### config.mk
export PLATFORM = sky130hd
export DESIGN_NAME = sum_arbiter
export DESIGN_NICKNAME = d
export VERILOG_FILES = /design/src/rtl/sum_arbiter.sv
export SDC_FILE = /design/constraint.sdc
export NUM_CORES = 1
export LEC_CHECK = 0
export ABC_CLOCK_PERIOD_IN_PS = 4600
export BUFFER_PORTS_ARGS = -buffer_cell sky130_fd_sc_hd__buf_2
export CORE_AREA = 2 2 127 129
export DETAILED_ROUTE_END_ITERATION = 10
export DIE_AREA = 0 0 129 131
export PLACE_DENSITY = 0.72
export SLEW_MARGIN = 10
export SYNTH_ARGS = -nofsm -noshare
export SYNTH_HDL_FRONTEND = slang
export SYNTH_SLANG_ARGS = --single-unit
export TNS_END_PERCENT = 50
### constraint.sdc
create_clock -name clk -period 4.6 [get_ports clk]
set_input_delay 0.69 -clock clk [delete_from_list [all_inputs] [get_ports clk]]
set_output_delay 0.69 -clock clk [all_outputs]
set_load 0.05 [all_outputs]
### src/rtl/sum_arbiter.sv
// sum_arbiter
//   Shares one WIDTH-bit modular adder among NUM_REQ requesters. A round-robin
//   arbiter grants one operand pair at a time, registers a+b (carry discarded)
//   and returns it on a per-requester response handshake.
//
// Ports
//   clk         single clock, rising edge
//   rst_n       asynchronous active-low reset
//   req_valid   per-requester operand-pair valid
//   req_ready   per-requester accept strobe (one-hot or zero, combinational)
//   req_a/req_b packed operands, requester i at [i*WIDTH +: WIDTH]
//   resp_valid  per-requester result valid (one-hot or zero, registered)
//   resp_ready  per-requester result taken
//   resp_sum    registered sum, qualified by resp_valid
//   busy        high while a result is outstanding
//   op_count    completed response handshakes, wraps modulo 2^16
module sum_arbiter #(
  parameter int unsigned NUM_REQ = 4,
  parameter int unsigned WIDTH   = 32
) (
  input  logic                       clk,
  input  logic                       rst_n,
  input  logic [NUM_REQ-1:0]         req_valid,
  output logic [NUM_REQ-1:0]         req_ready,
  input  logic [NUM_REQ*WIDTH-1:0]   req_a,
  input  logic [NUM_REQ*WIDTH-1:0]   req_b,
  output logic [NUM_REQ-1:0]         resp_valid,
  input  logic [NUM_REQ-1:0]         resp_ready,
  output logic [WIDTH-1:0]           resp_sum,
  output logic                       busy,
  output logic [15:0]                op_count
);

  localparam int unsigned PW = (NUM_REQ > 1) ? $clog2(NUM_REQ) : 1;

  typedef enum logic {
    IDLE,
    RESP
  } state_t;

  state_t               state_q, state_d;
  logic [PW-1:0]        ptr_q, ptr_d;
  logic [PW-1:0]        gnt_q, gnt_d;
  logic [WIDTH-1:0]     sum_q, sum_d;
  logic [NUM_REQ-1:0]   resp_valid_q, resp_valid_d;
  logic [15:0]          op_count_q, op_count_d;

  // Round-robin search result
  logic                 found;
  logic [PW-1:0]        win;

  // Scan req_valid starting at ptr, wrapping past NUM_REQ-1 back to 0.
  always_comb begin
    int unsigned idx;
    logic [PW-1:0] cand;
    found = 1'b0;
    win   = '0;
    idx   = 0;
    cand  = '0;
    for (int unsigned k = 0; k < NUM_REQ; k++) begin
      idx = 32'(ptr_q) + k;
      if (idx >= NUM_REQ) begin
        idx = idx - NUM_REQ;
      end
      cand = PW'(idx);
      if (!found && req_valid[cand]) begin
        found = 1'b1;
        win   = cand;
      end
    end
  end

  // Next-state and outputs
  always_comb begin
    int unsigned base;
    state_d      = state_q;
    ptr_d        = ptr_q;
    gnt_d        = gnt_q;
    sum_d        = sum_q;
    resp_valid_d = resp_valid_q;
    op_count_d   = op_count_q;
    req_ready    = '0;
    base         = 32'(win) * WIDTH;

    case (state_q)
      IDLE: begin
        // Gated by rst_n so no accept strobe is shown while held in reset.
        if (found && rst_n) begin
          req_ready[win]    = 1'b1;
          sum_d             = req_a[base +: WIDTH] + req_b[base +: WIDTH];
          gnt_d             = win;
          state_d           = RESP;
          resp_valid_d      = '0;
          resp_valid_d[win] = 1'b1;
        end
      end
      RESP: begin
        if (resp_ready[gnt_q]) begin
          state_d      = IDLE;
          resp_valid_d = '0;
          ptr_d        = (gnt_q == PW'(NUM_REQ - 1)) ? '0 : gnt_q + 1'b1;
          op_count_d   = op_count_q + 16'd1;
        end
      end
      default: begin
        state_d      = IDLE;
        resp_valid_d = '0;
      end
    endcase
  end

  always_ff @(posedge clk or negedge rst_n) begin
    if (!rst_n) begin
      state_q      <= IDLE;
      ptr_q        <= '0;
      gnt_q        <= '0;
      sum_q        <= '0;
      resp_valid_q <= '0;
      op_count_q   <= '0;
    end else begin
      state_q      <= state_d;
      ptr_q        <= ptr_d;
      gnt_q        <= gnt_d;
      sum_q        <= sum_d;
      resp_valid_q <= resp_valid_d;
      op_count_q   <= op_count_d;
    end
  end

  assign resp_valid = resp_valid_q;
  assign resp_sum   = sum_q;
  assign busy       = (state_q == RESP);
  assign op_count   = op_count_q;

endmodule

==> out/results.ini, run 1 <==
[cts]
clkLatencyLatePin_ns=0.33
cts_hold_buf=0
clock_path_buffers=2
cts_root_buf=clkbuf_16
cts_tree=built
cts.clk_slew.worst_paths_ns=0.05
htreeDepth=3
clock-sinks=57
cts_buffers=9

[critical_path]
start_kind=primary input
end_kind=register
arrival_ns=4.46
path_class=primary input to register
r2r_slack_ns=0.34
cp.required_ns=4.79
critPathMaxFanout=7
reg2reg_depth=19

[grt]
antenna_found_initial=0
grt_usage_pct=22.4
overflow=0
grt_max_degree=58
grt_pass1_vias=6257
grt_pass1_wl_um=30400

[sta]
hold_slack_ns=0.469
slew_violations=0
max_slew_margin_pct=49.0
skew_ns=0.00587
fin_crit_sh_pct=92.9
rsz0062_at_grt=no
timing_hold_violations_final=0
fmax_mhz=234
worst_pin_slew_ns=0.765
setup_viol=0
timing.final.crit_period_ns=4.27
final.setup.tns_ns=0

[finish]
drive_gt1_share_pct=36.0
fin_util_pct=52.1
seq_area_um2=1430
final_area_um2=8130
num-nets-final=1408
syn_to_final_growth_pct=41.8
antenna_cells=0
nFillCells=1525
multi_input_area_um2=4100

[placed_design]
io_buffers=322
hpwl_um=16000
gp_congestion=0.917
placed_area_um2=7790

[floorplan]
initial_core_util_pct=36.7
boundaryPins=323
die_y_um=131
dieArea_um2=16900
die_x_um=129
rows=46
core_area_um2=15600

[logic_synthesis]
synth_fp_nets=1082
avgSynthCellArea_um2=7.33
synth_top_family_by_area=compound AO/OA/AOI/OAI gates
synth_xor_area_share_pct=6.57
synth-warning-count=0
synth_fa_ha_area_share_pct=7.55
synth_compound_area_share_pct=28.2
synth_edf_count=0
synthDistinctLibCells=53
async_reset_ff_share_pct=100
synthCells=782
ys_ff_latch=57
synth-seq-area-share_pct=24.9
ys.flop_type=dfrtp_1
yosys.area_share.simple_pct=26.8
synth.area.mux_share_pct=2.03
netlist_area_um2=5730

[route]
drt-wirelength-per-cell_um=14.7
ant_nets=0
drtPass1Iterations=5
wirelength_um=19600
routed_via_density=5.13
num_vias=6817
drc_errors=0
drt_iter0_markers=283

[pwr]
power_leakage_nw=4.06
ir_drop_mv=0.356
sequentialPowerShare_pct=12.9
power.density_nw_per_um2=818
combPwrFrac_pct=76.0
swShare_pct=52.3
power.internal_mw=3.17
p_clk_share_pct=11.1
power_switching_mw=3.48
power_mw=6.64

[job]
max-cap-violations=0

[min_path]
hold_path_depth=2
hold_path_class=register to register

[run_status]
status=completed

## sequential cells by signal (all words and copies together) (netlist names)
name and flops:
ptr_q 2, op_count 16, busy 1, resp_valid 4
gnt_q 2, resp_sum 32
## metrics by stage
step	setup slack, ns	instances
2_1_floorplan	0.302	782
4_1_cts	0.271	1328
5_1_grt	0.0205	1329
3_3_place_gp	0.0545	1312
6_report	0.326	1329
3_5_place_dp	-0.0443	1312
## layout make-up
cell class	count	share of cell area, %
Sequential cell	57	17.6
Multi-Input combinational cell	667	50.4
Clock buffer	9	2.77
Timing Repair Buffer	366	24.4
Tap cell	216	3.33
Inverter	7	0.323
Clock inverter	7	1.26
## per-layer routing
layer	GRT usage, %	vias to the layer above	share of wire, %
met5	0	-	0
met4	6.46	0	2.0
met3	4.52	30	6.2
met2	39.3	221	48
met1	27.9	3114	43
li1	-	3452	-
## cell families after synthesis
| logic type | Yosys count |
|---|---|
| AO/OA/AOI/OAI | 238 |
| XOR/XNOR | 43 |
| adder cells (fa/ha/maj) | 34 |
| buffers and inverters | 58 |
| flip-flops | 57 |
| multiplexers | 10 |
| AND/OR/NAND/NOR | 342 |
## cells in the final DEF (no fill, tap or decap), types with 3 or more instances in the layout
master,n
buf_2,322
nand2_1,204
a211oi_1,66
a31oi_1,63
and2_1,62
dfrtp_1,57
buf_4,41
ha_1,33
a21oi_1,28
nor2_1,27
xnor2_1,27
o21ai_0,26
xor2_1,16
o21ai_1,15
nand3_1,14
a21o_1,11
clkbuf_16,9
nor3_1,8
inv_1,7
mux2i_1,6
nand4_1,5
o21bai_1,4
nand2b_1,3
and2_0,3
nor2b_1,3
and3_1,3
o211ai_1,3
a211oi_2,3
mux2_2,3
buf_12,3
## power by group through the flow
stage / Sequential, mW / Clock [mW] / Combinational [mW]
floorplan: 1.45 / 0 / 3.07
global placement: 0.856 / 0 / 4.99
detailed placement: 0.864 / 0 / 5.03
CTS: 0.859 / 0.750 / 5.05
global route: 0.887 / 0.772 / 5.56
finish: 0.860 / 0.736 / 5.05
## critical path, cell delays in order
cell	delay, ns
buf_2	0.11
nor3b_1	0.21
a211oi_1	0.08
buf_4	0.15
or2_4	0.27
buf_4	0.16
and2_1	0.15
a211oi_1	0.17
a31oi_1	0.07
ha_1	0.26
fa_1	0.40
a211oi_1	0.29
nor2_2	0.11
o211ai_4	0.24
o21ai_4	0.10
a2111oi_4	0.41
a211oi_2	0.09
a211oi_2	0.22
xor2_1	0.17
o21ai_1	0.08
## cells in the mapped netlist, drive strengths merged, types with 4 or more instances
master,number,area (µm²)
nand2,205,769
a211oi,70,553
and2,65,407
a31oi,63,394
dfrtp,57,1430
o21ai,42,221
clkbuf,34,128
ha,33,413
a21oi,30,154
nor2,29,111
xnor2,27,236
buf,17,72.6
xor2,16,140
nand3,14,70.1
a21o,11,82.6
nor3,8,40.0
inv,7,26.3
mux2i,6,60.1
nand4,5,31.3
o21bai,5,41.3
o211ai,4,43.8
## path summary, 6_finish.rpt
kind | end | start
setup / recovery | resp_sum[30]$_DFFE_PN0P_ | req_valid[1]
hold / removal | resp_sum[9]$_DFFE_PN0P_ | resp_sum[9]$_DFFE_PN0P_
setup reg to reg | resp_sum[30]$_DFFE_PN0P_ | ptr_q[1]$_DFFE_PN0P_
hold reg to reg | resp_sum[9]$_DFFE_PN0P_ | resp_sum[9]$_DFFE_PN0P_
max in group asynchronous | resp_sum[1]$_DFFE_PN0P_ | rst_n
min in group asynchronous | op_count[13]$_DFFE_PN0P_ | rst_n
## repair_timing
item                                   in CTS  in global routing
setup buffers                               0                  1
resized for setup                           0                  1
setup endpoints to repair                   0                  2
endpoints found under the hold margin       0                  0
(Power assumes the default switching activity.)
==> run 2, diff against run 1 <==
--- a/config.mk
+++ b/config.mk
@@ -7,3 +7,3 @@
 export LEC_CHECK = 0
-export ABC_CLOCK_PERIOD_IN_PS = 4600
+export ABC_CLOCK_PERIOD_IN_PS = 5400
 export BUFFER_PORTS_ARGS = -buffer_cell sky130_fd_sc_hd__buf_2
==> constraint.sdc (replaced) <==
create_clock -name clk -period 5.4 [get_ports clk]
set_input_delay 0.54 -clock clk [delete_from_list [all_inputs] [get_ports clk]]
set_output_delay 0.54 -clock clk [all_outputs]
set_load 0.05 [all_outputs]
==> run 2 against run 1 <==
Global-route usage is 0.18 points higher. Hold slack worse by 0.060 ns. Clock power decreased by 29%. Routed wire length shrank 0.52%. Clock skew is 0.0019 ns higher. Die area is the same. Critical path depth decreased by 4. Sequential power down 16%. Critical endpoint is now resp_sum[21]$_DFFE_PN0P_. Largest power group unchanged.
==> out/results.ini, run 2 (synthesis results as in run 1) <==
[placed_design]
hpwl_um=15600
io_buffers=322
gp_congestion=0.912
placed_area_um2=7520

[floorplan]
dieArea_um2=16900
die_x_um=129
core_area_um2=15600
rows=46
initial_core_util_pct=36.7
boundaryPins=323
die_y_um=131

[sta]
fmax_mhz=217
setup_viol=0
timing_hold_violations_final=0
max_slew_margin_pct=24.7
final.setup.tns_ns=0
skew_ns=0.00780
slew_violations=0
timing.final.crit_period_ns=4.60
fin_crit_sh_pct=85.2
worst_pin_slew_ns=1.13
rsz0062_at_grt=no

[grt]
grt_max_degree=92
grt_pass1_wl_um=30600
grtUsageMet1_pct=28.8
antenna_found_initial=0
gr-usage-met3_pct=4.19
grt_usage_pct=22.6
overflow=0
grt_pass1_vias=6251
use_met2_pct=39.3
grt_busiest_layer=met2

[finish]
multi_input_area_um2=4090
mostFrequentLayoutCells=buf_2, nand2_1, a211oi_1
largest_reg_flops=32
seq_area_um2=1430
drive_gt1_share_pct=33.9
nFillCells=1591
antenna_cells=0
layout_commonest_cell=buf_2
num-nets-final=1373
final_area_um2=7790
syn_to_final_growth_pct=35.9

[cts]
clkLatencyLatePin_ns=0.33
clock-sinks=57
cts_root_buf=clkbuf_16
cts.clk_slew.worst_paths_ns=0.06
cts_repair_resize_count=0
cts_hold_buf=0
cts_buffers=9
cts_setup_buffers=0
htreeDepth=3
cts_tree=built
clock_path_buffers=2

[critical_path]
cp-endpoint=resp_sum[21]$_DFFE_PN0P_
start_kind=register
rr_startpoint=ptr_q[0]$_DFFE_PN0P_
cp.required_ns=5.57
path_class=register to register
reg2reg_depth=16
arrival_ns=4.77
critPathLaunch=ptr_q[0]$_DFFE_PN0P_
r2r_end=resp_sum[21]$_DFFE_PN0P_
r2r_slack_ns=0.80
end_kind=register
critPathMaxFanout=91

[route]
wirelength_um=19500
drc_errors=0
ant_nets=0
drt_iter0_markers=340
drt-wirelength-per-cell_um=15.0
routed_via_density=5.17
num_vias=6689
drtPass1Iterations=4

[min_path]
hold_path_class=primary input to async pin

[pwr]
power_mw=5.30
ir_drop_mv=0.353
power_leakage_nw=3.86
power.density_nw_per_um2=680

[job]
max-cap-violations=0

[run_status]
status=completed

## run 2: where the power goes
part           internal, mW  switching, mW
logic                  1.49           2.56
clock network         0.309          0.215
registers             0.605          0.118
total                  2.40           2.90
## run 2: metrics by stage
| step | util [%] | hold WS, ns | std cells | setup WS (ns) |
|---|---|---|---|---|
| 4_1_cts | 50.0 | 0.427 | 1294 | 0.818 |
| 6_report | 50.0 | 0.409 | 1294 | 0.801 |
| 3_3_place_gp | 48.2 | 0.455 | 1278 | 0.610 |
| 5_1_grt | 50.0 | 0.480 | 1294 | 0.384 |
| 2_1_floorplan | - | 0.244 | 782 | 1.25 |
| 3_5_place_dp | 48.2 | 0.459 | 1278 | 0.582 |
## run 2: worst min-delay path by stage
stage | to | slack (ns) | cells past startpoint
floorplan | busy$_DFF_PN0_ | 0.24 | 0
global placement | resp_valid[3]$_DFFE_PN0P_ | 0.45 | 1
detailed placement | resp_sum[1]$_DFFE_PN0P_ | 0.46 | 2
CTS | op_count[15]$_DFFE_PN0P_ | 0.43 | 2
global route | op_count[14]$_DFFE_PN0P_ | 0.48 | 2
finish | op_count[14]$_DFFE_PN0P_ | 0.41 | 2
## run 2: cell type report
class / instances / share of cell area (%)
sequential: 57 / 18.3
tap: 216 / 3.47
inverter: 7 / 0.337
timing repair buffer: 331 / 21.9
multi-input combinational: 667 / 52.5
clock inverter: 7 / 0.610
clock buffer: 9 / 2.89
## run 2: worst max-delay path, stage by stage, from the launching register on
cell	delay (ns)
dfrtp_1	0.42
nor3b_1	0.16
a211oi_1	0.42
or2_4	0.72
and2_1	0.23
a211oi_1	0.05
a31oi_1	0.28
ha_1	0.31
a211oi_2	0.27
o211ai_1	0.18
a31oi_1	0.27
nor3_1	0.13
a221o_1	0.39
a21boi_1	0.26
o21ai_1	0.12
xnor2_1	0.14
o21ai_1	0.07
## run 2: metal layers
layer | up-vias | share of wire (%)
met2 | 218 | 48
met4 | 0 | 2.1
li1 | 3371 | -
met1 | 3066 | 43
met3 | 34 | 6.2
met5 | - | 0
==> run 3, diff against run 2 <==
- ABC_CLOCK_PERIOD_IN_PS: 5400 -> 5720
- clock period: 5.4 -> 5.72 ns (I/O delays scaled with it)
==> run 3 against run 2 <==
Sequential power decreased by 5.9%. Worst setup slack improved by 0.30 ns. Largest power group unchanged. Cell count increased by 0.23%.
==> out/results.ini, run 3 (synthesis results as in run 1) <==
[pwr]
power_leakage_nw=3.89
p_clk_share_pct=11.7
power.internal_mw=2.36
swShare_pct=53.8
combPwrFrac_pct=75.0
ir_drop_mv=0.308
power_switching_mw=2.75
power.density_nw_per_um2=650
sequentialPowerShare_pct=13.3

[critical_path]
end_kind=register
cp_slowest_stage_delay_ns=0.69
cpMostUsedCell=a21oi_1
path_buf_inv=2
crit_family=compound AO/OA/AOI/OAI gates
path_class=register to register
cp.required_ns=5.94
critPathMaxFanout=86
crit_path_top_delay_cell=or2_4
arrival_ns=4.84
path_cells=nor3b_1 -> a211oi_1 -> or2_4 -> buf_4 -> and2_1 -> a211oi_1 -> a31oi_1 -> ha_1 -> a21oi_1 -> inv_1 -> a21oi_1 -> o211ai_1 -> a21oi_1 -> o21a_1 -> o2111ai_1 -> mux2i_1 -> nand2_1
start_kind=register

[sta]
timing.final.crit_period_ns=4.62
hold_slack_ns=0.397
final.setup.tns_ns=0
worst_pin_slew_ns=0.895
fin_crit_sh_pct=80.8
max_slew_margin_pct=40.1
fmax_mhz=216
setup_viol=0
skew_ns=0.00895
timing_hold_violations_final=0
slew_violations=0
rsz0062_at_grt=no

[placed_design]
dp.cells=1281
hpwl_um=15200
io_buffers=322
gp_congestion=0.891

[finish]
mostFrequentLayoutCells=buf_2, nand2_1, a211oi_1
num-nets-final=1376
nFillCells=1584
antenna_cells=0
largest_reg_flops=32
drive_gt1_share_pct=34.0
syn_to_final_growth_pct=37.1
layout_commonest_cell=buf_2
final_cells=1297

[run_status]
status=completed

[route]
routed_via_density=5.23
num_vias=6779
drc_errors=0
drt-wirelength-per-cell_um=14.8
drtPass1Iterations=5
wirelength_um=19200
ant_nets=0
drt_iter0_markers=308

[cts]
clock_path_buffers=2
cts_root_buf=clkbuf_16
cts_setup_buffers=0
cts_tree=built
cts_hold_buf=0
cts.clk_slew.worst_paths_ns=0.06
clkLatencyLatePin_ns=0.34
cts_buffers=9
cts_repair_resize_count=0
htreeDepth=3
clock-sinks=57

[grt]
grt_usage_pct=22.2
antenna_found_initial=0
grt_pass1_wl_um=29900
grt_max_degree=87
overflow=0
grt_pass1_vias=6269

[floorplan]
die_x_um=129
initial_core_util_pct=36.7
core_area_um2=15600
die_y_um=131
dieArea_um2=16900
rows=46
boundaryPins=323

[min_path]
hold_path_class=primary input to async pin

[job]
max-cap-violations=0

==> run 3: power groups by stage <==
stage	Combinational, mW	Sequential (mW)	Clock [mW]
floorplan	2.47	1.17	0
global placement	3.78	0.679	0
detailed placement	3.82	0.686	0
CTS	3.83	0.681	0.611
global route	4.23	0.704	0.627
finish	3.83	0.680	0.596
==> run 3: metrics by stage <==
| step | util, % | setup WS [ns] | power [mW] | area (µm²) |
|---|---|---|---|---|
| floorplan | - | 1.54 | 3.64 | 5730 |
| global placement | 48.3 | 0.887 | 4.46 | 7530 |
| detailed placement | 48.3 | 0.809 | 4.50 | 7530 |
| CTS | 50.4 | 1.06 | 5.12 | 7860 |
| global route | 50.4 | 0.653 | 5.56 | 7860 |
| finish | 50.4 | 1.10 | 5.10 | 7860 |
==> run 3: metal layers <==
metal	vias up	GRT usage [%]	share of wire, %
li1	3373	-	-
met1	3125	27.2	43
met2	244	39.1	49
met3	37	4.85	6.4
met4	0	6.65	2.2
met5	-	0	0
==> run 3: final cells by class <==
class                   instances  area, µm²  area share [%]
multi-input cells             667       4090            52.1
repair buffers                334       1710            21.8
inverters                       7       26.3           0.334
flip-flops and latches         57       1430            18.2
clock buffers                   9        225            2.87
well taps                     216        270            3.44
clock inverters                 7        103            1.31
==> run 3: worst paths after layout <==
check | from | to | slack, ns | cells after the start
worst max-delay path | ptr_q[0]$_DFFE_PN0P_ | resp_sum[31]$_DFFE_PN0P_ | 1.10 | 17
worst min-delay path | rst_n | op_count[15]$_DFFE_PN0P_ | 0.40 | 2
worst max register to register | ptr_q[0]$_DFFE_PN0P_ | resp_sum[31]$_DFFE_PN0P_ | 1.10 | 17
worst min register to register | op_count[15]$_DFFE_PN0P_ | op_count[15]$_DFFE_PN0P_ | 0.47 | 1
max in group asynchronous | rst_n | resp_sum[9]$_DFFE_PN0P_ | 4.80 | 2
min in group clk | op_count[15]$_DFFE_PN0P_ | op_count[15]$_DFFE_PN0P_ | 0.47 | 1
